File: config.mk
export PLATFORM = sky130hd
export DESIGN_NAME = imem_loader
export DESIGN_NICKNAME = d
export VERILOG_FILES = /design/src/rtl/imem_loader_pkg.sv /design/src/rtl/imem_loader.sv
export SDC_FILE = /design/constraint.sdc
export NUM_CORES = 1
export LEC_CHECK = 0
export CAP_MARGIN = 20
export CELL_PAD_IN_SITES_DETAIL_PLACEMENT = 1
export CELL_PAD_IN_SITES_GLOBAL_PLACEMENT = 2
export CORE_MARGIN = 8
export CORE_UTILIZATION = 23
export DETAILED_ROUTE_END_ITERATION = 10
export PLACE_DENSITY_LB_ADDON = 0.08
export RECOVER_POWER = 25
export SETUP_SLACK_MARGIN = 0.5
export SYNTH_ARGS = -nofsm -noshare
export SYNTH_HDL_FRONTEND = slang
export SYNTH_SLANG_ARGS = --single-unit
File: constraint.sdc
create_clock -name clk -period 4.3 [get_ports clk]
set_input_delay 0.86 -clock clk [delete_from_list [all_inputs] [get_ports clk]]
set_output_delay 0.86 -clock clk [all_outputs]
set_load 0.03 [all_outputs]
File: src/rtl/imem_loader_pkg.sv
// imem_loader_pkg: op encodings, FSM states and sw_* constants for the IMEM loader.
// The VFY states exist only when IMEM_LOADER_VERIFY_EN is defined.
package imem_loader_pkg;

    typedef enum logic [1:0] {
        OP_WRITE = 2'd0,
        OP_READ  = 2'd1,
        OP_RUN   = 2'd2,
        OP_HALT  = 2'd3
    } op_e;

`ifdef IMEM_LOADER_VERIFY_EN
    typedef enum logic [2:0] {
        HALT_IDLE, WR, RD_ADDR, RD_WAIT, VFY_ADDR, VFY_WAIT, RSP, RUN_IDLE
    } state_e;
`else
    typedef enum logic [2:0] {
        HALT_IDLE, WR, RD_ADDR, RD_WAIT, RSP, RUN_IDLE
    } state_e;
`endif

    localparam logic [31:0] SW_CMD_WRITE  = 32'd1;
    localparam logic [31:0] SW_RESET_HOLD = 32'd1;

endpackage

File: src/rtl/imem_loader.sv
// imem_loader: host command sequencer that halts the core, loads/reads IMEM and releases it.
// Define IMEM_LOADER_VERIFY_EN to read back every written word and flag mismatches.
module imem_loader
    import imem_loader_pkg::*;
#(
    parameter int ADDR_W = 9,
    parameter int DATA_W = 32
) (
    input  logic              clk,
    input  logic              sys_rstb,
    input  logic              cmd_valid,
    output logic              cmd_ready,
    input  logic [1:0]        cmd_op,
    input  logic [ADDR_W-1:0] cmd_addr,
    input  logic [DATA_W-1:0] cmd_wdata,
    output logic              rsp_valid,
    input  logic              rsp_ready,
    output logic [DATA_W-1:0] rsp_data,
    output logic              rsp_err,
    output logic [31:0]       sw_reset,
    output logic [31:0]       sw_mem_addr,
    output logic [31:0]       sw_mem_wdata,
    output logic [31:0]       sw_mem_cmd,
    input  logic [31:0]       hw_mem_rdata
);

    state_e            state_q, state_d;
    logic              halt_q, halt_d;
    logic              wr_q, wr_d;
    logic              rsp_valid_q, rsp_valid_d;
    logic              rsp_err_q, rsp_err_d;
    logic [ADDR_W-1:0] addr_q, addr_d;
    logic [DATA_W-1:0] wdata_q, wdata_d;
    logic [DATA_W-1:0] rsp_data_q, rsp_data_d;
    logic [DATA_W-1:0] rdata;
    logic              idle, mem_op, reject;
    op_e               op;

    assign op     = op_e'(cmd_op);
    assign rdata  = DATA_W'(hw_mem_rdata);
    assign idle   = state_q == HALT_IDLE || state_q == RUN_IDLE;
    assign mem_op = op == OP_WRITE || op == OP_READ;
    // IMEM belongs to the running core, and the port only takes whole words.
    assign reject = mem_op && (state_q == RUN_IDLE || cmd_addr[1:0] != 2'b00);

    always_comb begin
        state_d     = state_q;
        halt_d      = halt_q;
        wr_d        = 1'b0;
        addr_d      = addr_q;
        wdata_d     = wdata_q;
        rsp_valid_d = rsp_valid_q;
        rsp_data_d  = rsp_data_q;
        rsp_err_d   = rsp_err_q;
        case (state_q)
            HALT_IDLE, RUN_IDLE: begin
                if (cmd_valid && (reject || !mem_op)) begin
                    state_d     = RSP;
                    rsp_valid_d = 1'b1;
                    rsp_data_d  = '0;
                    rsp_err_d   = reject;
                    halt_d      = op == OP_RUN ? 1'b0 : op == OP_HALT ? 1'b1 : halt_q;
                end else if (cmd_valid) begin
                    addr_d  = cmd_addr;
                    wdata_d = op == OP_WRITE ? cmd_wdata : wdata_q;
                    wr_d    = op == OP_WRITE;
                    state_d = op == OP_WRITE ? WR : RD_ADDR;
                end
            end
`ifdef IMEM_LOADER_VERIFY_EN
            WR:       state_d = VFY_ADDR;
            VFY_ADDR: state_d = VFY_WAIT;
            VFY_WAIT: begin
                state_d     = RSP;
                rsp_valid_d = 1'b1;
                rsp_data_d  = rdata;
                rsp_err_d   = rdata != wdata_q;
            end
`else
            WR: begin
                state_d     = RSP;
                rsp_valid_d = 1'b1;
                rsp_data_d  = '0;
                rsp_err_d   = 1'b0;
            end
`endif
            RD_ADDR: state_d = RD_WAIT;
            RD_WAIT: begin
                state_d     = RSP;
                rsp_valid_d = 1'b1;
                rsp_data_d  = rdata;
                rsp_err_d   = 1'b0;
            end
            RSP: begin
                if (rsp_ready) begin
                    rsp_valid_d = 1'b0;
                    state_d     = halt_q ? HALT_IDLE : RUN_IDLE;
                end
            end
            default: state_d = HALT_IDLE;
        endcase
    end

    always_ff @(posedge clk or negedge sys_rstb) begin
        if (!sys_rstb) begin
            state_q     <= HALT_IDLE;
            halt_q      <= 1'b1;
            wr_q        <= 1'b0;
            addr_q      <= '0;
            wdata_q     <= '0;
            rsp_valid_q <= 1'b0;
            rsp_data_q  <= '0;
            rsp_err_q   <= 1'b0;
        end else begin
            state_q     <= state_d;
            halt_q      <= halt_d;
            wr_q        <= wr_d;
            addr_q      <= addr_d;
            wdata_q     <= wdata_d;
            rsp_valid_q <= rsp_valid_d;
            rsp_data_q  <= rsp_data_d;
            rsp_err_q   <= rsp_err_d;
        end
    end

    assign cmd_ready    = idle;
    assign rsp_valid    = rsp_valid_q;
    assign rsp_data     = rsp_data_q;
    assign rsp_err      = rsp_err_q;
    assign sw_reset     = halt_q ? SW_RESET_HOLD : 32'd0;
    assign sw_mem_addr  = 32'(addr_q);
    assign sw_mem_wdata = 32'(wdata_q);
    // Gate with reset so an in-flight strobe cannot reach the BRAM edge.
    assign sw_mem_cmd   = (wr_q && sys_rstb) ? SW_CMD_WRITE : 32'd0;

endmodule

# Word level (Yosys, flattened, before mapping)
# Index checks and enable logic that the tools add are counted.
[word_totals]
register_bits = 80
in_bits = 79
out_inout_bits = 163
wordCells = 64
[classes]
eq_ne = 11
muxes = 20
n_bitwise = 1
reduce_logical = 24
[ops]
columns = ["op", "n"]
rows = [
  ["case mux 32 bit (3 select lines)", 1],
  ["two-way mux 32 bit", 1],
  ["two-way mux 3 bit", 4],
  ["case mux 3 bit (4 select lines)", 1],
  ["two-way mux 1 bit", 10],
  ["AND reduction 3 bit", 3],
  ["== test 3 x 2 -> 1 bit, second input constant", 2],
  ["== test 3 bit, second input constant", 2],
  ["AND reduction 2 bit", 3],
  ["nonzero test 2 bit", 3],
  ["nonzero test 3 bit", 2],
  ["== test 2 bit, second input constant", 2],
  ["logical OR 1 bit", 4],
  ["!= test 2 bit, second input constant", 2],
  ["AND reduction 4 bit", 1],
  ["OR reduction 2 bit", 2],
  ["== test 3 x 1 -> 1 bit, second input constant", 1],
  ["logical AND 1 bit", 3],
  ["logical NOT 3 bit", 1],
  ["!= test 3 bit, second input constant", 1],
  ["case mux 1 bit (3 select lines)", 1],
  ["== test 2 x 1 -> 1 bit, second input constant", 1],
  ["logical NOT 2 bit", 1],
  ["two-way mux 2 bit", 1],
  ["3 further kinds", 3],
]

# Logic depth before layout (Yosys ltp)
[depth]
word_depth = 7
ltp_mapped = 6
ltp_nobuf = 4

# Worst setup path after synthesis
# OpenSTA, ideal clock, no wires.
[synth_path]
kind = "input -> register"
startpoint = "input cmd_op[1]"
endpoint = "register wdata_q[10], in the netlist sw_mem_wdata[10]"
arrival_ps = 2305
required_ps = 4175
path_slack_ps = 1870
path_stages = 5
cell_sequence = "or3_4 > or4_4 > buf_6 > buf_12 > mux2_4"
[synth_via]
elab_chain_len = 7
word_cells_on_any_way = 9
[synth_lines]
columns = ["element", "line_no", "rtl"]
rows = [
  ["start: declaration", "imem_loader.sv:13", "input logic [1:0] cmd_op,"],
  ["== test 2 x 1 -> 1 bit / logical NOT 2 bit (equally long branches)", "imem_loader.sv:42, imem_loader.sv:65", ""],
  ["logical OR 1 bit", "imem_loader.sv:42", "assign mem_op = op == OP_WRITE || op == OP_READ;"],
  ["logical AND 1 bit / logical NOT 1 bit (equally long branches)", "imem_loader.sv:44, imem_loader.sv:57", ""],
  ["logical OR 1 bit", "imem_loader.sv:57", "if (cmd_valid && (reject || !mem_op)) begin"],
  ["logical AND 1 bit", "imem_loader.sv:57", ""],
  ["inverter 1 bit (no source line)", "n/a", ""],
  ["AND reduction 4 bit (no source line) *", "n/a", ""],
  ["end signal: assignment", "imem_loader.sv:119", "wdata_q <= wdata_d;"],
  ["end: declaration", "imem_loader.sv:33", "logic [DATA_W-1:0] wdata_q, wdata_d;"],
]
# Mark *: on every way between the ends. The rest lies on a longest branch, timed or not.
# A chain may end at the register's enable or synchronous reset.

# Final worst setup path
[layout_path]
startpoint = "input sys_rstb"
endpoint = "output sw_mem_cmd[0]"
[layout_via]
elab_chain_len = 2
[layout_lines]
columns = ["element", "line_no", "rtl"]
rows = [
  ["start: declaration", "imem_loader.sv:10", "input logic sys_rstb,"],
  ["logical AND 1 bit", "imem_loader.sv:134", "assign sw_mem_cmd = (wr_q && sys_rstb) ? SW_CMD_WRITE : 32'd0;"],
  ["two-way mux 1 bit", "imem_loader.sv:134", ""],
  ["end: declaration", "imem_loader.sv:23", "output logic [31:0] sw_mem_cmd,"],
]
# No other way between the ends.

==> flow_summary.yaml <==
setup_path:
  crit_chain: "buf_4, and2_1, clkdlybuf4s50_1"
  rrSetupSlack_ns: 2.01
  crit_type: "in2out"
  cp.required_ns: 3.44
  r2r_cells: 3
  worstPathArrival_ns: 2.14
  crit_fanout: 33
  cp_slowest_cell: "clkdlybuf4s50_1"
  startpoint_type: "input port"
  crit_start: "sys_rstb"
  cp-end-kind: "output pin"
  max_stage_delay_ns: 0.67
  timing.rr.start: "state_q[2]$_DFFE_PN0P_"
  rr_endpoint: "sw_mem_wdata[18]$_DFFE_PN0P_"
detailed_routing:
  drt_pass1_iterations: 4
  initialDrtViolationCount: 111
  post_drt_wl_per_cell_um: 17.78
  drc: 0
  via_per_inst: 3.878
  num_vias: 2641
  wl_mm: 12.11
  antenna_left: 0
cells_and_area:
  layout-drive-gt1-share_pct: 13.67
  antenna-diode-count: 0
  layout_commonest_cell: "clkdlybuf4s50_1"
  area_growth_pct: 44.02
  final_cell_mix: "clkdlybuf4s50_1, conb_1, dfrtp_1, a22o_1, mux2_4"
  nNetsFinal: 535
timing:
  fin_crit_ns: 2.995
  worst_pin_slew_ns: 1.311
  post-route-period-util_pct: 69.65
  finalSetupViolCount: 0
  finalMaxSlewViolations: 0
  max_slew_margin_pct: 12.60
  finalHoldViolCount: 0
  grt_setup_unrepaired: "no"
  max_freq_mhz: 333.9
  clock_skew_ns: 0.005952
  setup_tns_ns: 0
  whs_ns: 0.4813
status:
  outcome: "finished clean"
cts:
  cts_setup_buffers: 0
  clk_latency_ns: 0.34
  cts_buffers: 9
  cts-root-buf: "clkbuf_16"
  htree_levels: 3
  cts_resized: 0
  clkTransAtPathRegs_ns: 0.06
  cts_sinks: 80
  cts_tree: "yes"
  cts_hold_buf: 0
  cts_buffer_depth: 2
global_route:
  grt.busiest_layer: "met2"
  use_met2_pct: 16.69
  antenna_found_initial: 0
  grt_use_met3_pct: 4.265
  grt_max_degree: 50
  grt_usage_pct: 11.21
  first_global_vias: 2964
  grt_pass1_wl_mm: 18.55
  use_met1_pct: 14.83
  overflow: 0
power:
  vdd_drop_max_mv: 0.1789
  power_density_mw_per_mm2: 565.3
  p_leak_nw: 2.642
logic_synthesis:
  synth_area_sq_mm: 0.003902
  synth_cells: 303
  syn_avg_cell_area_sq_um: 12.88
  synth-main-ff-cell: "dfrtp_1"
  async_flop_share_pct: 100.0
  ys_ff_latch: 80
  yosysSeqAreaShare_pct: 51.33
  synth_cell_type_count: 33
  synth-edff-count: 0
  ys_warn_count: 0
placement:
  finalWeightedCongestion: 0.7174
  io_buffers: 156
  dpl.hpwl_mm: 9.148
die:
  fp.dieW_um: 146.3
  die-area_sq_mm: 0.02139
  rows: 47
  fp.coreArea_sq_mm: 0.01658
  initial_core_util_pct: 23.53
  fp.dieH_um: 146.3
  ios: 242
hold_path:
  hold_class: "in2async"
job:
  max_cap_violations: 0
power by group:
part	leakage (nW)	total, mW	switching (mW)	internal [mW]
Combinational	1.42	1.34	0.750	0.594
Sequential	1.08	1.07	0.137	0.937
Clock	0.140	0.760	0.310	0.450
synth_stat cells, types with 2 or more instances:
cell type	instances	area [sq um]
a21oi_1	3	15.01
a22o_1	33	289.0
a31oi_1	2	12.51
a32oi_1	2	17.52
and2_1	3	18.77
buf_12	3	60.06
buf_4	88	660.6
clkbuf_1	9	33.78
dfrtp_1	79	1977
inv_1	2	7.510
mux2_2	10	112.6
mux2_4	30	450.4
nand2_1	7	26.28
nor2_1	10	37.54
nor2b_1	2	12.51
o21ai_0	3	15.01
metal layers:
layer,routed length (um),part of all wire (%),up-vias
met1,5717,47,1319
met3,818,6.8,5
li1,-,-,1184
met2,5489,45,133
met5,0,0,-
met4,80,0.66,0
through the flow:
stage | utilization (%) | instances | setup WS (ns) | instance area (sq um) | power, mW
5_1_grt | 33.89 | 681 | 1.177 | 5620 | 3.366
3_3_place_gp | 32.16 | 665 | 1.191 | 5334 | 2.439
3_5_place_dp | 32.16 | 665 | 1.175 | 5334 | 2.448
2_1_floorplan | - | 387 | 1.870 | 4218 | 1.924
4_1_cts | 33.91 | 681 | 1.208 | 5623 | 3.244
6_report | 33.89 | 681 | 1.305 | 5620 | 3.177
cell type report:
class                      count  area (sq um)
clock buffer                  11         232.7
clock inverter                 5         56.30
fill                        1877         10960
inverter                       2         7.507
sequential                    80          2003
timing repair buffer         159          1592
tap                          220         275.3
multi-input combinational    204          1454
critical path: cells and delay by family:
family / cells / cell delay (ns)
buffers and inverters: 2 / 1.05
AND/OR/NAND/NOR: 1 / 0.20
cell families (layout without fill, tap and decap cells):
| group | after synthesis | count (layout) | synth area share, % |
|---|---|---|---|
| compound gates | 48 | 48 | 9.971 |
| xor+xnor | 1 | 1 | 0.2245 |
| buf+inv | 103 | 177 | 19.81 |
| flops | 80 | 80 | 51.33 |
| mux | 41 | 41 | 14.68 |
| other cells | 1 | 85 | 0.09609 |
| simple gates | 29 | 29 | 3.880 |
how the worst max path moves through the flow:
| stage | end | slack [ns] | depth (start not counted) |
|---|---|---|---|
| finish | sw_mem_cmd[0] | 1.30 | 3 |
| floorplan | sw_mem_wdata[10]$_DFFE_PN0P_ | 1.87 | 5 |
| CTS | sw_mem_cmd[0] | 1.21 | 3 |
| global route | sw_mem_cmd[0] | 1.18 | 3 |
| detailed placement | sw_mem_wdata[8]$_DFFE_PN0P_ | 1.18 | 4 |
| global placement | sw_mem_wdata[5]$_DFFE_PN0P_ | 1.19 | 4 |
flip-flops by register name, indices dropped and copies added, names as in the netlist:
name	count
rsp_data	32
sw_mem_wdata	32
addr_q	9
state_q	3
halt_q	1
rsp_err	1
rsp_valid	1
wr_q	1
No activity file was read; power rests on OpenSTA's default activity.
